`config.mk`:
```
export PLATFORM = sky130hd
export DESIGN_NAME = ram_access_arbiter
export DESIGN_NICKNAME = d
export VERILOG_FILES = /design/src/rtl/ram_arb_pkg.sv /design/src/rtl/rd_tag_pipe.sv /design/src/rtl/ram_access_arbiter.sv
export SDC_FILE = /design/constraint.sdc
export NUM_CORES = 1
export LEC_CHECK = 0
export CORE_MARGIN = 2
export CORE_UTILIZATION = 35
export CTS_BUF_LIST = sky130_fd_sc_hd__clkbuf_2 sky130_fd_sc_hd__clkbuf_4 sky130_fd_sc_hd__clkbuf_8
export DETAILED_ROUTE_END_ITERATION = 16
export HOLD_SLACK_MARGIN = 0.12
export PLACE_DENSITY = 0.89
export SKIP_CTS_REPAIR_TIMING = 1
export SYNTH_ARGS = -nofsm -noshare
export SYNTH_HDL_FRONTEND = slang
export SYNTH_SLANG_ARGS = --single-unit
```
`constraint.sdc`:
```
create_clock -name CLOCK_50_I -period 2.8 [get_ports CLOCK_50_I]
set_input_delay 0.28 -clock CLOCK_50_I [delete_from_list [all_inputs] [get_ports CLOCK_50_I]]
set_output_delay 0.28 -clock CLOCK_50_I [all_outputs]
set_load 0.005 [all_outputs]
```
`src/rtl/ram_arb_pkg.sv`:
```
// ram_arb_pkg: shared types, default widths and round-robin pick for the RAM arbiter
package ram_arb_pkg;
  typedef enum logic {ARB, BUSY} state_e;
  localparam int DEF_NUM_REQ = 3;
  localparam int DEF_ADDR_W = 8;
  localparam int DEF_DATA_W = 8;
  localparam int MAX_REQ = 8;
  // First requesting index at or after ptr, modulo n; lowest offset wins
  function automatic logic [2:0] rr_pick(input logic [MAX_REQ-1:0] req, input logic [2:0] ptr, input int n);
    logic [2:0] w;
    logic [2:0] idx;
    w = ptr;
    for (int i = MAX_REQ - 1; i >= 0; i--) begin
      idx = 3'((int'(ptr) + i) % n);
      if (i < n && req[idx]) w = idx;
    end
    return w;
  endfunction
endpackage

```
`src/rtl/rd_tag_pipe.sv`:
```
// rd_tag_pipe: DEPTH-stage shift register of one-hot read tags with synchronous clear
module rd_tag_pipe #(
  parameter int DEPTH = 1,
  parameter int W = 3
) (
  input  logic         clk_i,
  input  logic         rst_i,
  input  logic [W-1:0] tag_i,
  output logic [W-1:0] tag_o
);
  localparam int SW = DEPTH * W;
  logic [SW-1:0] sr_q;
  always_ff @(posedge clk_i)
    sr_q <= rst_i ? '0 : SW'({sr_q, tag_i});
  assign tag_o = sr_q[SW-1 -: W];
endmodule

```
`src/rtl/ram_access_arbiter.sv`:
```
// ram_access_arbiter: round-robin burst arbiter sharing one single-port RAM among
// NUM_REQ requesters, with tagged read return and forced release after MAX_HOLD cycles
module ram_access_arbiter
  import ram_arb_pkg::*;
#(
  parameter int NUM_REQ = DEF_NUM_REQ,
  parameter int ADDR_W = DEF_ADDR_W,
  parameter int DATA_W = DEF_DATA_W,
  parameter int RD_LATENCY = 1,
  parameter int MAX_HOLD = 64
) (
  input  logic                      CLOCK_50_I,
  input  logic                      RESET_I,
  input  logic [NUM_REQ-1:0]        REQ_I,
  input  logic [NUM_REQ-1:0]        LAST_I,
  input  logic [NUM_REQ-1:0]        WE_I,
  input  logic [NUM_REQ*ADDR_W-1:0] ADDR_I,
  input  logic [NUM_REQ*DATA_W-1:0] WDATA_I,
  output logic [NUM_REQ-1:0]        GNT_O,
  output logic [NUM_REQ-1:0]        RVALID_O,
  output logic [DATA_W-1:0]         RDATA_O,
  output logic                      TIMEOUT_O,
  output logic [ADDR_W-1:0]         RAM_ADDR_O,
  output logic [DATA_W-1:0]         RAM_WDATA_O,
  output logic                      RAM_WE_O,
  input  logic [DATA_W-1:0]         RAM_RDATA_I
);
  localparam int PW = $clog2(NUM_REQ);
  localparam int HW = (MAX_HOLD > 1) ? $clog2(MAX_HOLD) : 1;
  localparam logic [HW-1:0] HOLD_LIM = HW'(MAX_HOLD - 1);
  state_e state_q, state_d;
  logic [NUM_REQ-1:0] gnt_q, gnt_d;
  logic [PW-1:0] ptr_q, ptr_d;
  logic [HW-1:0] hold_q, hold_d;
  logic timeout_q, timeout_d;
  logic [2:0] win;
  logic acc_last;
  assign win = rr_pick(MAX_REQ'(REQ_I), 3'(ptr_q), NUM_REQ);
  assign acc_last = |(gnt_q & REQ_I & LAST_I);
  assign RAM_WE_O = |(gnt_q & REQ_I & WE_I);
  assign GNT_O = gnt_q;
  assign TIMEOUT_O = timeout_q;
  assign RDATA_O = RAM_RDATA_I;
  // AND-OR mux on the one-hot grant; idle grant drives zeros
  always_comb begin
    RAM_ADDR_O = '0;
    RAM_WDATA_O = '0;
    for (int i = 0; i < NUM_REQ; i++) begin
      RAM_ADDR_O = RAM_ADDR_O | ({ADDR_W{gnt_q[i]}} & ADDR_I[i*ADDR_W +: ADDR_W]);
      RAM_WDATA_O = RAM_WDATA_O | ({DATA_W{gnt_q[i]}} & WDATA_I[i*DATA_W +: DATA_W]);
    end
  end
  always_comb begin
    state_d = state_q;
    gnt_d = gnt_q;
    ptr_d = ptr_q;
    hold_d = hold_q;
    timeout_d = 1'b0;
    if (state_q == ARB) begin
      if (|REQ_I) begin
        state_d = BUSY;
        gnt_d = NUM_REQ'(1) << win;
        ptr_d = (int'(win) == NUM_REQ - 1) ? '0 : PW'(win + 3'd1);
        hold_d = '0;
      end
    end else if (acc_last || hold_q == HOLD_LIM) begin
      state_d = ARB;
      gnt_d = '0;
      timeout_d = !acc_last;
    end else begin
      hold_d = hold_q + 1'b1;
    end
  end
  always_ff @(posedge CLOCK_50_I) begin
    if (RESET_I) begin
      state_q <= ARB;
      gnt_q <= '0;
      ptr_q <= '0;
      hold_q <= '0;
      timeout_q <= 1'b0;
    end else begin
      state_q <= state_d;
      gnt_q <= gnt_d;
      ptr_q <= ptr_d;
      hold_q <= hold_d;
      timeout_q <= timeout_d;
    end
  end
  rd_tag_pipe #(.DEPTH(RD_LATENCY), .W(NUM_REQ)) u_tag (
    .clk_i(CLOCK_50_I),
    .rst_i(RESET_I),
    .tag_i(gnt_q & REQ_I & ~WE_I),
    .tag_o(RVALID_O)
  );
endmodule
```
; Yosys cells after proc, flatten, opt, wreduce, memory -nomap -nowiden
; Cells that the tools add are included.
[op_classes]
addsub = 4
multipliers = 0
div_mod_pow = 3
n_lt_le_gt_ge = 3
n_eq_ne = 4
shift = 1
mux = 19
bitwise_logic = 17
n_reduce_logical = 10
[op_table]
columns = operator, n
row1 = $mod A32 B3 Y32 const B, 2
row2 = $and A8 B8 Y8, 6
row3 = $mod A3 B3 Y32 const B, 1
row4 = $or A8 B8 Y8, 4
row5 = $mux W3, 6
row6 = $mux W6, 3
row7 = $and A3 B3 Y3, 4
row8 = $lt A3 B4 Y1 const B, 3
row9 = $reduce_or A3 Y1, 4
row10 = $bmux W1 S3, 3
row11 = $add A6 B1 Y6 const B, 1
row12 = $eq A6 B6 Y1 const B, 1
row13 = $mux W1, 6
row14 = $reduce_and A2 Y1, 3
row15 = $add A2 B1 Y3 const B, 1
row16 = $add A2 B2 Y3 const B, 1
row17 = $eq A3 B3 Y1 const B, 1
row18 = $not A3 Y3, 1
row19 = $shl A1 B3 Y3 const A, 1
row20 = $add A2 B1 Y2 const B, 1
row21 = $mux W2, 1
row22 = $ne A2 B1 Y1 const B, 1
row23 = $ne A2 B2 Y1 const B, 1
row24 = $not A1 Y1, 2
row25 = 3 further kinds, 3
[totals]
reg_bits = 16
latch_bits = 0
ramBits = 0
mem_bits_ro = 0
inputBits = 67
out_inout_bits = 32
elab_cells = 67
n_memories = 0

; Longest topological paths before layout
[depth]
word_depth = 10
depth_mapped = 8
depth_no_buf = 7

; By module
; Synthesis repeated with hierarchy kept, for this count alone.
[hier_totals]
cells_unflattened = 175
hier_area_um2 = 1330.0
[modules_own_cells]
columns = module, instances, cells_per_inst, area_each_um2, seq_area_each_um2
row1 = ram_access_arbiter, 1, 169, 1251.2, 260.2
row2 = rd_tag_pipe, 1, 6, 78.8, 60.1

; Least setup slack after synthesis
; Ideal clock, no wire load.
[synth_path]
kind = register -> register
from = register ptr_q[0]
to = register gnt_q[0] (netlist: GNT_O[0])
setup_ps = 114
t_arrival_ps = 1836
required_time_ps = 2686
slack_ps = 850
path_stages_with_launch = 9
path_buffers = 1
synth_period_minus_slack_ps = 1950
path_cell_list = dfxtp_1 > inv_1 > ha_1 > buf_2 > nor2_1 > a31oi_1 > a311o_1 > o211ai_2 > a2bb2o_4
[synth_between]
elab_chain_len = 10
elab_cells_between_ends = 17
classes_between = add/sub (2) / div (3) / shift (1) / mux (11)
[synth_rtl]
columns = item, line
row1 = "start, declared", ram_access_arbiter.sv:33  ; logic [PW-1:0] ptr_q, ptr_d;
row2 = "start signal, assigned", ram_access_arbiter.sv:84  ; ptr_q <= ptr_d;
row3 = $add A2 B2 Y3, ram_arb_pkg.sv:14  ; idx = 3'((int'(ptr) + i) % n);
row4 = $mod A32 B3 Y32, ram_arb_pkg.sv:14
row5 = $bmux W1 S3, ram_arb_pkg.sv:15  ; if (i < n && req[idx]) w = idx;
row6 = $mux W1 (not written as such), ram_arb_pkg.sv:15
row7 = $mux W3 (2 in series), ram_arb_pkg.sv:15
row8 = $mux W3 *, ram_arb_pkg.sv:15
row9 = $shl A1 B3 Y3 *, ram_access_arbiter.sv:62  ; gnt_d = NUM_REQ'(1) << win;
row10 = $mux W3 *, ram_access_arbiter.sv:60  ; if (|REQ_I) begin
row11 = $mux W3 *, ram_access_arbiter.sv:59  ; if (state_q == ARB) begin
row12 = "end signal, assigned", ram_access_arbiter.sv:83  ; gnt_q <= gnt_d;
row13 = "end, declared", ram_access_arbiter.sv:32  ; logic [NUM_REQ-1:0] gnt_q, gnt_d;
; Mark *: on every way between the ends. The rest lies on a longest branch, timed or not. The select of a mux whose other input is x is not followed.
; A chain may end at the register's enable or synchronous reset.

; Final worst setup path
[layout_path]
from = register ptr_q[0]
to = register ptr_q[1]
[layout_between]
elab_chain_len = 9
elab_cells_between_ends = 17
classes_between = add/sub (3) / div (3) / eq/ne (1) / mux (10)
[layout_rtl]
columns = item, line
row1 = $add A2 B2 Y3, ram_arb_pkg.sv:14
row2 = $mod A32 B3 Y32, ram_arb_pkg.sv:14
row3 = $bmux W1 S3, ram_arb_pkg.sv:15
row4 = $mux W1 (not written as such), ram_arb_pkg.sv:15
row5 = $mux W3 (2 in series), ram_arb_pkg.sv:15
row6 = $mux W3 *, ram_arb_pkg.sv:15
row7 = $add A2 B1 Y2 or $eq A3 B3 Y1 (tied branches), ram_access_arbiter.sv:63  ; ptr_d = (int'(win) == NUM_REQ - 1) ? '0 : PW'(win + 3'd1);
row8 = $mux W2 *, ram_access_arbiter.sv:63
; Marked as above.

==> results.ini <==
[final_layout]
n_antenna_cell = 0
area_growth_pct = 60.2
final_nets = 309
drive_gt1_share_pct = 6.47

[logic_synthesis]
syn-instance-count = 165
ys_async_sr_fraction_pct = 0
synth.distinct_cells = 44
ys_warn_count = 0
synth-edff-count = 0
avgSynthCellArea_sq_um = 8.17
ys.flop_type = dfxtp_1
netlist_area_sq_um = 1350
yosysSeqAreaShare_pct = 23.8
syn_nets = 241
yosysTopAreaCell = dfxtp_1
synth_seq_cells = 16
synth_area_leaders = dfxtp_1, a222oi_1, ha_1, inv_1, buf_4
synth_top_area_share_pct = 23.8

[worst_setup_path]
setup.worst_path.start = ptr_q[0]$_SDFFE_PP0P_
cp-endpoint = ptr_q[1]$_SDFFE_PP0P_
crit_path_start_kind = flop
path_class = flop to flop
r2r-start = ptr_q[0]$_SDFFE_PP0P_
worstPathMaxFanout = 7
r2r_cells = 7
worstReg2RegEnd = ptr_q[1]$_SDFFE_PP0P_
reg2reg_setup_slack_ns = 0.58
required_ns = 2.92
end_kind = flop
arrival_ns = 2.35

[timing]
period_minus_slack_ns = 2.22
final-max-slew-violation-count = 0
max-slew-margin-rel_pct = 49.7
hold_viol = 0
grt_setup_unrepaired = false
setup_viol = 0
worst_pin_slew_ns = 0.754
fmax_ghz = 0.450
final.period_utilization_pct = 79.4
fin_worst_skew_ns = 0.00481
final.setup.tns_ns = 0

[detailed_routing]
ant_nets = 0
routed_via_density = 5.40
drt_iter0_markers = 104
vias = 1513
drt-pass1-iter-count = 5
drc_errors = 0
routedWlPerCell_microns = 14.7
routed_wirelength_mm = 4.11

[grt]
grt.total_usage_pct = 17.7
met2_usage_pct = 31.9
met1_usage_pct = 20.9
first_global_vias = 1355
grt_use_met3_pct = 4.09
grt_pass1_wl_mm = 6.15
grt_overflow = 0
antenna_found_initial = 0
busiest_layer = met2
grt_max_degree = 22

[hold_path]
hold_depth = 2
hold_path.class = flop to flop

[power_and_ir_drop]
fin_total_pwr_mw = 1.61
leakage_nw = 0.863
seqPwrFrac_pct = 24.9
p_clk_share_pct = 12.6
vdd_drop_max_mv = 0.321
power.density_nw_per_um2 = 746
intPower_mw = 0.991
power.switching_mw = 0.619
combPwrFrac_pct = 62.6
switching_share_pct = 38.4

[floorplanning]
io_pins = 99
initial_utilization_pct = 36.5
die_w_microns = 66.1
coreArea_sq_um = 3690
die-area_sq_um = 4360
die_h_microns = 66.1
num_rows = 22

[place]
gp_congestion = 0.849
dp_hpwl_mm = 3.30
portBuffers = 82

[cts]
numCtsBuffers = 3
cts_tree = built
htreeDepth = 1
worstSkewPairLatency_ns = 0.25
root_buffer = clkbuf_8
clock-sinks = 16
clk_pin_slew_worst_paths_ns = 0.06
cts_buffer_depth = 2

[run_status]
status = finished clean

[flow_run]
cap_violations = 0

[worst max-delay path, cell delays in order, from the launching register on]
cell	delay, ns
dfxtp_1	0.46
inv_1	0.16
ha_1	0.29
nand2b_1	0.18
xnor2_1	0.19
or2_2	0.34
a31oi_1	0.33
o22ai_1	0.15
[worst min path at each step]
stage,start,end,slack (ns)
finish,hold_q[5]$_SDFFE_PP0P_,hold_q[5]$_SDFFE_PP0P_,0.49
detailed placement,hold_q[5]$_SDFFE_PP0P_,hold_q[5]$_SDFFE_PP0P_,0.47
floorplan,WE_I[0],u_tag.tag_o[0]$_SDFF_PP0_,0.36
global route,hold_q[5]$_SDFFE_PP0P_,hold_q[5]$_SDFFE_PP0P_,0.52
global placement,hold_q[5]$_SDFFE_PP0P_,hold_q[5]$_SDFFE_PP0P_,0.47
CTS,hold_q[5]$_SDFFE_PP0P_,hold_q[5]$_SDFFE_PP0P_,0.49
[through the flow]
step	cells	util [%]	hold slack, ns	cell area, sq um	setup slack, ns
after floorplan	165	-	0.357	1350	0.850
after global placement	276	57.0	0.468	2100	0.663
after detailed placement	276	57.0	0.475	2100	0.639
after CTS	280	58.5	0.485	2160	0.583
after global routing	280	58.5	0.521	2160	0.418
final	280	58.5	0.486	2160	0.576
[placed cells by master (no fill, tap or decap), types with 3 or more instances in the layout]
cell | synthesis | routed
nand2b_1 | 3 | 3
nand3_1 | 10 | 10
inv_1 | 18 | 18
ha_1 | 9 | 9
mux2_2 | 3 | 3
dfxtp_1 | 16 | 16
a222oi_1 | 16 | 16
a31oi_1 | 4 | 4
clkdlybuf4s50_1 | 0 | 82
a21oi_1 | 5 | 5
clkbuf_8 | 0 | 4
nor3_1 | 5 | 5
nand2_1 | 12 | 12
nor2_1 | 11 | 11
[flip-flops by register name, summed over array words and instances (netlist names)]
name	count
u_tag.tag_o	3
TIMEOUT_O	1
hold_q	6
state_q	1
GNT_O	3
ptr_q	2
[Yosys cell counts, drive strengths merged (3+ instances only)]
cell type   n
nand2      12
or2         4
nand2b      3
nor2       11
a222oi     16
inv        18
a31oi       4
dfxtp      16
nor3        5
clkbuf      6
ha          9
nand3      13
a21oi       5
buf        13
mux2        3
[layout make-up]
cell class | count | area [sq um]
sequential | 16 | 320
inverter | 18 | 67.6
multi-input combinational | 112 | 835
fill | 313 | 1530
tap | 48 | 60.1
clock buffer | 4 | 55.1
timing repair buffer | 82 | 821
[per-layer routing]
layer | routed length, microns | share of wire [%] | vias up
met5 | 0 | 0 | -
met4 | 27 | 0.66 | 0
met3 | 400 | 9.7 | 3
met2 | 2040 | 50 | 71
met1 | 1640 | 40 | 691
li1 | - | - | 748
[power groups by stage]
stage               clock network (mW)  registers, mW  logic (mW)
CTS                              0.206          0.395        1.00
finish                           0.202          0.400        1.01
global placement                     0          0.398       0.987
global route                     0.216          0.407        1.10
detailed placement                   0          0.400        1.00
floorplan                            0          0.310       0.648
[logic make-up after synthesis]
| kind of cell | count (synthesis) | share of synthesized area, % |
|---|---|---|
| adders and majority gates | 9 | 8.36 |
| DFF | 16 | 23.8 |
| buffers and inverters | 37 | 14.3 |
| and+or+nand+nor | 55 | 21.7 |
| AOI/OAI and AO/OA | 41 | 26.6 |
| muxes | 5 | 3.99 |
| xor gates and xnor gates | 2 | 1.30 |
No activity file was read; power rests on OpenSTA's default activity.
